==> config.mk <==
export PLATFORM = sky130hd
export DESIGN_NAME = data_memory_responder
export DESIGN_NICKNAME = d
export VERILOG_FILES = /design/src/rtl/data_memory_responder_pkg.sv /design/src/rtl/data_memory_responder_array.sv /design/src/rtl/data_memory_responder.sv
export SDC_FILE = /design/constraint.sdc
export NUM_CORES = 2
export LEC_CHECK = 0
export CAP_MARGIN = 20
export CORE_MARGIN = 2
export CORE_UTILIZATION = 55
export CTS_BUF_LIST = sky130_fd_sc_hd__clkbuf_8 sky130_fd_sc_hd__clkbuf_16
export CTS_CLUSTER_DIAMETER = 200
export DETAILED_ROUTE_END_ITERATION = 16
export PLACE_DENSITY_LB_ADDON = 0.12
export SYNTH_ARGS = -nofsm -noshare
export SYNTH_HDL_FRONTEND = slang
export SYNTH_HIERARCHICAL = 1
export SYNTH_SLANG_ARGS = --single-unit
==> constraint.sdc <==
create_clock -name CLK -period 5 [get_ports CLK]
set_clock_uncertainty 0.2 [all_clocks]
set_input_delay 1 -clock CLK [delete_from_list [all_inputs] [get_ports CLK]]
set_output_delay 1 -clock CLK [all_outputs]
set_load 0.02 [all_outputs]
==> src/rtl/data_memory_responder_pkg.sv <==
// Shared definitions for the data-memory responder: FSM encodings, default latency, counter widths.
package data_memory_responder_pkg;
    localparam logic [1:0]  ST_IDLE         = 2'd0;
    localparam logic [1:0]  ST_ACCESS       = 2'd1;
    localparam logic [1:0]  ST_DONE         = 2'd2;
    localparam int unsigned DEFAULT_LATENCY = 5;
    localparam int unsigned CNT_W           = 4;
    localparam int unsigned ACCESS_CNT_W    = 16;
endpackage

==> src/rtl/data_memory_responder_array.sv <==
// Byte-addressed storage: synchronous write and registered read, contents never reset.
module data_mem_array #(
    parameter int unsigned ADDR_W = 8,
    parameter int unsigned DATA_W = 8
) (
    input  logic              CLK,
    input  logic              RESET,
    input  logic              wr_en,
    input  logic              rd_en,
    input  logic [ADDR_W-1:0] addr,
    input  logic [DATA_W-1:0] wdata,
    output logic [DATA_W-1:0] rdata
);
    localparam int unsigned DEPTH = 2 ** ADDR_W;

    logic [DATA_W-1:0] mem [DEPTH];
    logic [DATA_W-1:0] rdata_d, rdata_q;

    always_ff @(posedge CLK) begin
        if (wr_en) mem[addr] <= wdata;
    end

    // Read register holds its value until the next read enable.
    always_comb begin
        rdata_d = rdata_q;
        if (rd_en) rdata_d = mem[addr];
    end

    always_ff @(posedge CLK or posedge RESET) begin
        if (RESET) rdata_q <= '0;
        else       rdata_q <= rdata_d;
    end

    assign rdata = rdata_q;
endmodule

==> src/rtl/data_memory_responder.sv <==
// CPU data-memory responder: multi-cycle access FSM driving BUSYWAIT stall.
// Optional DMEM_ACCESS_COUNT_EN adds the saturating ACCESS_CNT completed-access counter.
module data_memory_responder
    import data_memory_responder_pkg::*;
#(
    parameter int unsigned ADDR_W  = 8,
    parameter int unsigned DATA_W  = 8,
    parameter int unsigned LATENCY = DEFAULT_LATENCY
) (
    input  logic              CLK,
    input  logic              RESET,
    input  logic              READ,
    input  logic              WRITE,
    input  logic [ADDR_W-1:0] ADDRESS,
    input  logic [DATA_W-1:0] WRITEDATA,
    output logic [DATA_W-1:0] READDATA,
`ifdef DMEM_ACCESS_COUNT_EN
    output logic [ACCESS_CNT_W-1:0] ACCESS_CNT,
`endif
    output logic              BUSYWAIT
);
    logic [1:0]        state_d, state_q;
    logic [CNT_W-1:0]  cnt_d, cnt_q;
    logic              is_write_d, is_write_q;
    logic [ADDR_W-1:0] addr_d, addr_q;
    logic [DATA_W-1:0] data_d, data_q;
    logic              commit;

    always_comb begin
        state_d    = state_q;
        cnt_d      = cnt_q;
        is_write_d = is_write_q;
        addr_d     = addr_q;
        data_d     = data_q;
        commit     = 1'b0;
        case (state_q)
            ST_IDLE: begin
                if (READ || WRITE) begin
                    is_write_d = WRITE;
                    addr_d     = ADDRESS;
                    data_d     = WRITEDATA;
                    cnt_d      = CNT_W'(LATENCY - 1);
                    state_d    = ST_ACCESS;
                end
            end
            ST_ACCESS: begin
                if (cnt_q != '0) begin
                    cnt_d = cnt_q - CNT_W'(1);
                end else begin
                    commit  = 1'b1;
                    state_d = ST_DONE;
                end
            end
            ST_DONE: state_d = ST_IDLE;
            default: state_d = ST_IDLE;
        endcase
    end

    always_ff @(posedge CLK or posedge RESET) begin
        if (RESET) begin
            state_q    <= ST_IDLE;
            cnt_q      <= '0;
            is_write_q <= 1'b0;
            addr_q     <= '0;
            data_q     <= '0;
        end else begin
            state_q    <= state_d;
            cnt_q      <= cnt_d;
            is_write_q <= is_write_d;
            addr_q     <= addr_d;
            data_q     <= data_d;
        end
    end

    assign BUSYWAIT = ((state_q == ST_IDLE) && (READ || WRITE)) || (state_q == ST_ACCESS);

    data_mem_array #(
        .ADDR_W (ADDR_W),
        .DATA_W (DATA_W)
    ) u_array (
        .CLK   (CLK),
        .RESET (RESET),
        .wr_en (commit && is_write_q),
        .rd_en (commit && !is_write_q),
        .addr  (addr_q),
        .wdata (data_q),
        .rdata (READDATA)
    );

`ifdef DMEM_ACCESS_COUNT_EN
    logic [ACCESS_CNT_W-1:0] access_cnt_d, access_cnt_q;

    // Saturating count of committed accesses; aborted ones never reach commit.
    always_comb begin
        access_cnt_d = access_cnt_q;
        if (commit && (access_cnt_q != {ACCESS_CNT_W{1'b1}}))
            access_cnt_d = access_cnt_q + ACCESS_CNT_W'(1);
    end

    always_ff @(posedge CLK or posedge RESET) begin
        if (RESET) access_cnt_q <= '0;
        else       access_cnt_q <= access_cnt_d;
    end

    assign ACCESS_CNT = access_cnt_q;
`endif
endmodule

# Word-level counts from Yosys, hierarchy flattened
# Memory sizes are Yosys's and may differ from the RTL's. A register that Yosys moved wholly into a read port is not among the register bits.
# Cells that the tools add are included.
# op_classes
addsub,1
muxes,10
n_eq_ne,4
reduce_logical,12
# ops
op,count
$mux 4,2
$pmux 4 s2,1
$ne 2x2->1 const B,3
$mux 1,4
$mux 2,2
$pmux 2 s2,1
$reduce_and 2->1,2
$reduce_bool 4->1,1
$sub 4x1->4 const B,1
$logic_and 1x1->1,3
$reduce_and 3->1,1
$eq 2x1->1 const B,1
$logic_not 2->1,1
$logic_or 1x1->1,2
$reduce_bool 2->1,1
$logic_not 1->1,1
# word_totals
inputBits,20
reg_bits,23
ramBits,2048
mem_count,1
word_cells,33
out_inout_bits,9
# mem_list
name,depth,width,rd,rd_ports_with_merged_regs,wr,line_no,text
u_array.mem,256,8,1,1,1,data_memory_responder_array.sv:16,logic [DATA_W-1:0] mem [DEPTH];

# Depth between registers and ports, before layout
# logic_depth
word_depth,6
depth_mapped,12
ltp_nobuf,9

# Hierarchy
# The synthesis kept the hierarchy.
# modules_own_cells
mod,seq_area_each_um2,cells_per_inst,area_per_inst_um2,n_inst
data_mem_array,61699.2,3715,79867.8,1
data_memory_responder,575.6,73,1039.7,1

# Worst setup path before layout
# OpenSTA, ideal clock, no wires.
# synth_timing
kind,flip-flop to flip-flop
from,reg data_q[2]
to,mem u_array.mem[0][2] (data pin)
t_arrival_ps,3183
setup_ps,804
synth_period_minus_slack_ps,4187
setup_slack_ps,813
stages_incl_launch_ff,1
required_ps,3996
n_path_buf,0
cell_sequence,dfrtp_1
# synth_lines
item,line_no,text
from (decl),data_memory_responder.sv:26,"logic [DATA_W-1:0] data_d, data_q;"
from (signal assigned),data_memory_responder.sv:71,data_q <= data_d;
to (decl),data_memory_responder_array.sv:16,
# No word-level cell before the write port.

==> flow_summary.html <==
<table>
<tr><th>Metric</th><th>Value</th></tr>
<tr><th colspan="2">Outcome</th></tr>
<tr><td>Outcome</td><td>finished clean</td></tr>
<tr><th colspan="2">Detailed routing</th></tr>
<tr><td>Number of remaining DRC errors</td><td>0</td></tr>
<tr><td>Number of DRC markers after the initial detailed-route iteration</td><td>4,956</td></tr>
<tr><td>Total number of vias</td><td>40,900</td></tr>
<tr><td>DR vias/cell</td><td>about 6.6</td></tr>
<tr><td>Total Routed Length</td><td>216 mm</td></tr>
<tr><td>Detailed-route wire length per cell</td><td>between 30 and 40 µm</td></tr>
<tr><td>Iteration count of the initial detailed-routing pass</td><td>5</td></tr>
<tr><td>ANT nets after route</td><td>0</td></tr>
<tr><th colspan="2">Placed design</th></tr>
<tr><td>Cell area after placement</td><td>approximately 85,000 µm²</td></tr>
<tr><td>Port Buffer Count</td><td>28</td></tr>
<tr><td>Placer Congestion</td><td>about 0.92</td></tr>
<tr><td>Half-perimeter wire length after detailed placement</td><td>134 mm</td></tr>
<tr><th colspan="2">Synthesis</th></tr>
<tr><td>Number of enable flip-flop cells after synthesis</td><td>2,048</td></tr>
<tr><td>Post-synthesis register bit count</td><td>between 2,000 and 2,500</td></tr>
<tr><td>Number of distinct library cells after synthesis</td><td>68</td></tr>
<tr><td>Post-synth design cell area</td><td>just over 80,000 µm²</td></tr>
<tr><td>Fraction of registers with async set or reset after synthesis</td><td>1.49%</td></tr>
<tr><td>Most used flip-flop cell after synthesis</td><td>edfxtp_1</td></tr>
<tr><td>Leading post-synthesis cells by cell area</td><td>edfxtp_1 76%, mux4_2 14%, mux2i_1 1.3%</td></tr>
<tr><td>Synth Area per Inst</td><td>about 21 µm²</td></tr>
<tr><td>Gate count after technology mapping</td><td>approximately 3,800</td></tr>
<tr><td>Sequential cell area fraction in the yosys report</td><td>77.0%</td></tr>
<tr><td>Fraction of post-synthesis cell area in the top cell type by area</td><td>76.0%</td></tr>
<tr><td>Number of nets in the synthesized netlist</td><td>3,809</td></tr>
<tr><td>Cell type contributing the most total cell area after synthesis</td><td>edfxtp_1</td></tr>
<tr><td>Synth warn</td><td>6</td></tr>
<tr><th colspan="2">Clocking</th></tr>
<tr><td>Setup Fix Bufs, Post-CTS</td><td>0</td></tr>
<tr><td>Clock buffers created by TritonCTS</td><td>approximately 200</td></tr>
<tr><td>CTS tree</td><td>built</td></tr>
<tr><td>Master cell of the clock root buffer</td><td>clkbuf_16</td></tr>
<tr><td>CTS resizes</td><td>0</td></tr>
<tr><td>Maximum clock path buffer count</td><td>3</td></tr>
<tr><td>Clock Pin Slew Worst Setup and Hold Paths</td><td>0.06 ns</td></tr>
<tr><td>Total of hold buffers inserted after clock tree synthesis</td><td>0</td></tr>
<tr><td>CTS H-tree lvls</td><td>4</td></tr>
<tr><td>Total number of clock tree sinks</td><td>just over 2,000</td></tr>
<tr><td>Clock Latency Late Sink</td><td>roughly 0.84 ns</td></tr>
<tr><th colspan="2">Global routing</th></tr>
<tr><td>Maximum number of pins on one net before global-route repair</td><td>between 200 and 300</td></tr>
<tr><td>Remaining global-route overflow</td><td>0</td></tr>
<tr><td>Vias in the first global route</td><td>41,000</td></tr>
<tr><td>Wire length of the first global-routing pass</td><td>just over 300 mm</td></tr>
<tr><td>Antenna violations before repair</td><td>7</td></tr>
<tr><td>GR Util All Layers</td><td>28.9%</td></tr>
<tr><th colspan="2">Critical path</th></tr>
<tr><td>Slowest cell on the critical path</td><td>dfrtp_4</td></tr>
<tr><td>Maximum cell stage delay along the critical path</td><td>about 0.76 ns</td></tr>
<tr><td>Worst endpoint data arrival time</td><td>between 4 and 5 ns</td></tr>
<tr><td>CP required</td><td>5.51 ns</td></tr>
<tr><td>Path type of the worst setup path</td><td>reg -&gt; reg</td></tr>
<tr><td>Crit path max fanout</td><td>27</td></tr>
<tr><td>Worst flop-to-flop path endpoint</td><td>u_array/rdata[0]</td></tr>
<tr><td>Nature of the critical path startpoint</td><td>register</td></tr>
<tr><td>Worst reg-to-reg path cell count</td><td>9</td></tr>
<tr><td>Cell-by-cell trace of the critical path</td><td>buf_4 -&gt; nor2b_1 -&gt; buf_4 -&gt; a22oi_1 -&gt; a22oi_1 -&gt; o2111ai_1 -&gt; a31oi_1 -&gt; a21boi_1 -&gt; a31oi_1</td></tr>
<tr><td>Capturing element type of the critical path</td><td>register</td></tr>
<tr><td>Slack of the worst reg-to-reg path</td><td>0.82 ns</td></tr>
<tr><td>Source of the worst register-to-register timing path</td><td>addr_q[3]</td></tr>
<tr><th colspan="2">Final layout</th></tr>
<tr><td>Share of post-route cells with drive strength above 1</td><td>26.8%</td></tr>
<tr><td>Final Net Count</td><td>4,076</td></tr>
<tr><td>Most used cells in the layout excluding fill and tap cells</td><td>2,048 x edfxtp_1, 502 x mux4_2, 284 x nor2_1</td></tr>
<tr><td>Syn-to-layout area delta</td><td>13.2%</td></tr>
<tr><td>Most common cell after layout, fill and taps aside</td><td>edfxtp_1</td></tr>
<tr><td>Layout filler cell count</td><td>9,771</td></tr>
<tr><td>Final design instance area without fill</td><td>91,600 µm²</td></tr>
<tr><th colspan="2">Pwr</th></tr>
<tr><td>Net switching power</td><td>roughly 18,000 µW</td></tr>
<tr><td>Internal Pwr Total</td><td>37,200 µW</td></tr>
<tr><td>Clock network power share</td><td>28.2%</td></tr>
<tr><td>Gate power share</td><td>30.3%</td></tr>
<tr><td>Proportion of total power due to net switching</td><td>32.9%</td></tr>
<tr><td>Leakage component of the power</td><td>0.0290 µW</td></tr>
<tr><td>Worst-case vdd ir drop</td><td>roughly 0.48 mV</td></tr>
<tr><td>Power Dens Cells</td><td>between 600 and 700 nW/µm²</td></tr>
<tr><td>Sequential fraction of design power</td><td>41.4%</td></tr>
<tr><th colspan="2">STA</th></tr>
<tr><td>Crit path time final</td><td>4.18 ns</td></tr>
<tr><td>Final clock period utilization by the worst path</td><td>83.6%</td></tr>
<tr><td>Least-Margin Pin Slew</td><td>1.37 ns</td></tr>
<tr><td>RSZ-0062 raised after global routing</td><td>no</td></tr>
<tr><td>Final TNS setup</td><td>0 ns</td></tr>
<tr><td>Worst slew margin relative to its limit</td><td>8.86%</td></tr>
<tr><td>Number of hold-slack violations in the final timing report</td><td>0</td></tr>
<tr><td>Final Setup Violations</td><td>0</td></tr>
<tr><td>Fmax</td><td>239 MHz</td></tr>
<tr><td>Max-slew violation count</td><td>0</td></tr>
<tr><th colspan="2">Die</th></tr>
<tr><td>Number of I/O pins</td><td>29</td></tr>
<tr><td>Core Footprint</td><td>146,000 µm²</td></tr>
<tr><td>Vertical die dimension</td><td>388 µm</td></tr>
<tr><td>Chip Width</td><td>388 µm</td></tr>
<tr><td>Effective utilization at floorplan</td><td>a little under three fifths</td></tr>
<tr><td>Count of standard-cell rows</td><td>140</td></tr>
<tr><td>Area enclosed by the die boundary</td><td>around 150,000 µm²</td></tr>
<tr><th colspan="2">Job</th></tr>
<tr><td>Reported max-cap violation count</td><td>0</td></tr>
<tr><th colspan="2">Worst hold path</th></tr>
<tr><td>Class of the tightest hold or removal check</td><td>reg -&gt; reg</td></tr>
<tr><td>Launch point of the worst hold path</td><td>is_write_q</td></tr>
<tr><td>Hold Crit Endpoint</td><td>is_write_q</td></tr>
<tr><td>Worst hold path cell count</td><td>1</td></tr>
</table>
how the worst max path moves through the flow:
stage	from	endpoint	cells past startpoint
CTS	addr_q[3]	u_array/rdata[0]	9
finish	addr_q[3]	u_array/rdata[0]	9
global route	addr_q[3]	u_array/rdata[0]	9
floorplan	data_q[2]	u_array/mem[0][2]	0
global placement	cnt_q[0]	u_array/mem[220][7]	7
detailed placement	addr_q[0]	u_array/rdata[4]	10
through the flow:
stage | hold slack (ns) | std cells | utilization, % | worst slack (ns) | total power [µW]
global placement | 0.335 | 5764 | 58.0 | 0.857 | 39600
CTS | 0.361 | 6150 | 62.7 | 0.928 | 55400
floorplan | 0.279 | 3788 | - | 0.813 | 33400
global route | 0.402 | 6151 | 62.7 | 0.783 | 56900
finish | 0.361 | 6152 | 62.7 | 0.821 | 55400
detailed placement | 0.337 | 5766 | 58.0 | 0.944 | 40000
worst max-delay path, delay by kind of cell (launching register included):
kind,cells,cell delay [ns]
AOI/OAI and AO/OA,6,1.55
and+or+nand+nor,1,0.57
DFF,1,0.76
buffers and inverters,2,0.92
sequential cells by signal, summed over array words and instances, names as in the netlist:
| signal | flops |
|---|---|
| is_write_q | 1 |
| addr_q | 8 |
| cnt_q | 4 |
| state_q | 2 |
| u_array/rdata | 8 |
| u_array/mem | 2048 |
| data_q | 8 |
power groups by stage:
stage	Clock, µW	Sequential (µW)	Combinational, µW
finish	15600	23000	16800
global route	16500	23000	17400
CTS	15800	23100	16600
detailed placement	0	23400	16500
global placement	0	23300	16200
floorplan	0	24200	9180
cell type report:
type	count	area [µm²]	area share [%]
Timing Repair Buffer	283	2590	2.83
Antenna cell	1	2.50	0.00273
Clock buffer	209	5180	5.66
Sequential cell	2079	62300	68.1
Clock inverter	175	1700	1.85
Inverter	10	40.0	0.0437
Multi-Input combinational cell	1478	17300	18.9
Tap cell	1917	2400	2.62
layer usage:
| metal | routed length (µm) | global-route usage [%] |
|---|---|---|
| met2 | 102000 | 44.7 |
| met5 | 40 | 0 |
| met1 | 83300 | 41.0 |
| met4 | 7860 | 10.0 |
| met3 | 22400 | 6.70 |
synth_stat cells (13+ instances only):
cell	instances
a21oi_1	30
a22oi_1	34
a31oi_1	17
and3_1	16
buf_2	66
buf_4	23
buf_6	38
clkbuf_1	82
dfrtp_1	31
edfxtp_1	2048
mux2_2	43
mux2i_1	109
mux4_2	502
nand2_1	95
nand3_1	38
nor2_1	285
nor2b_1	19
nor3_1	30
nor4_1	13
o21ai_0	47
o22ai_1	54
cells by family after synthesis:
family,Yosys count,synth area share [%]
adder cells (fa/ha/maj),1,0.0155
AND/OR/NAND/NOR,540,2.96
flip-flops,2079,77.0
buffers and inverters,231,1.65
AO/OA/AOI/OAI,273,2.30
multiplexers,664,16.1
Power figures use the tool's default switching activity.
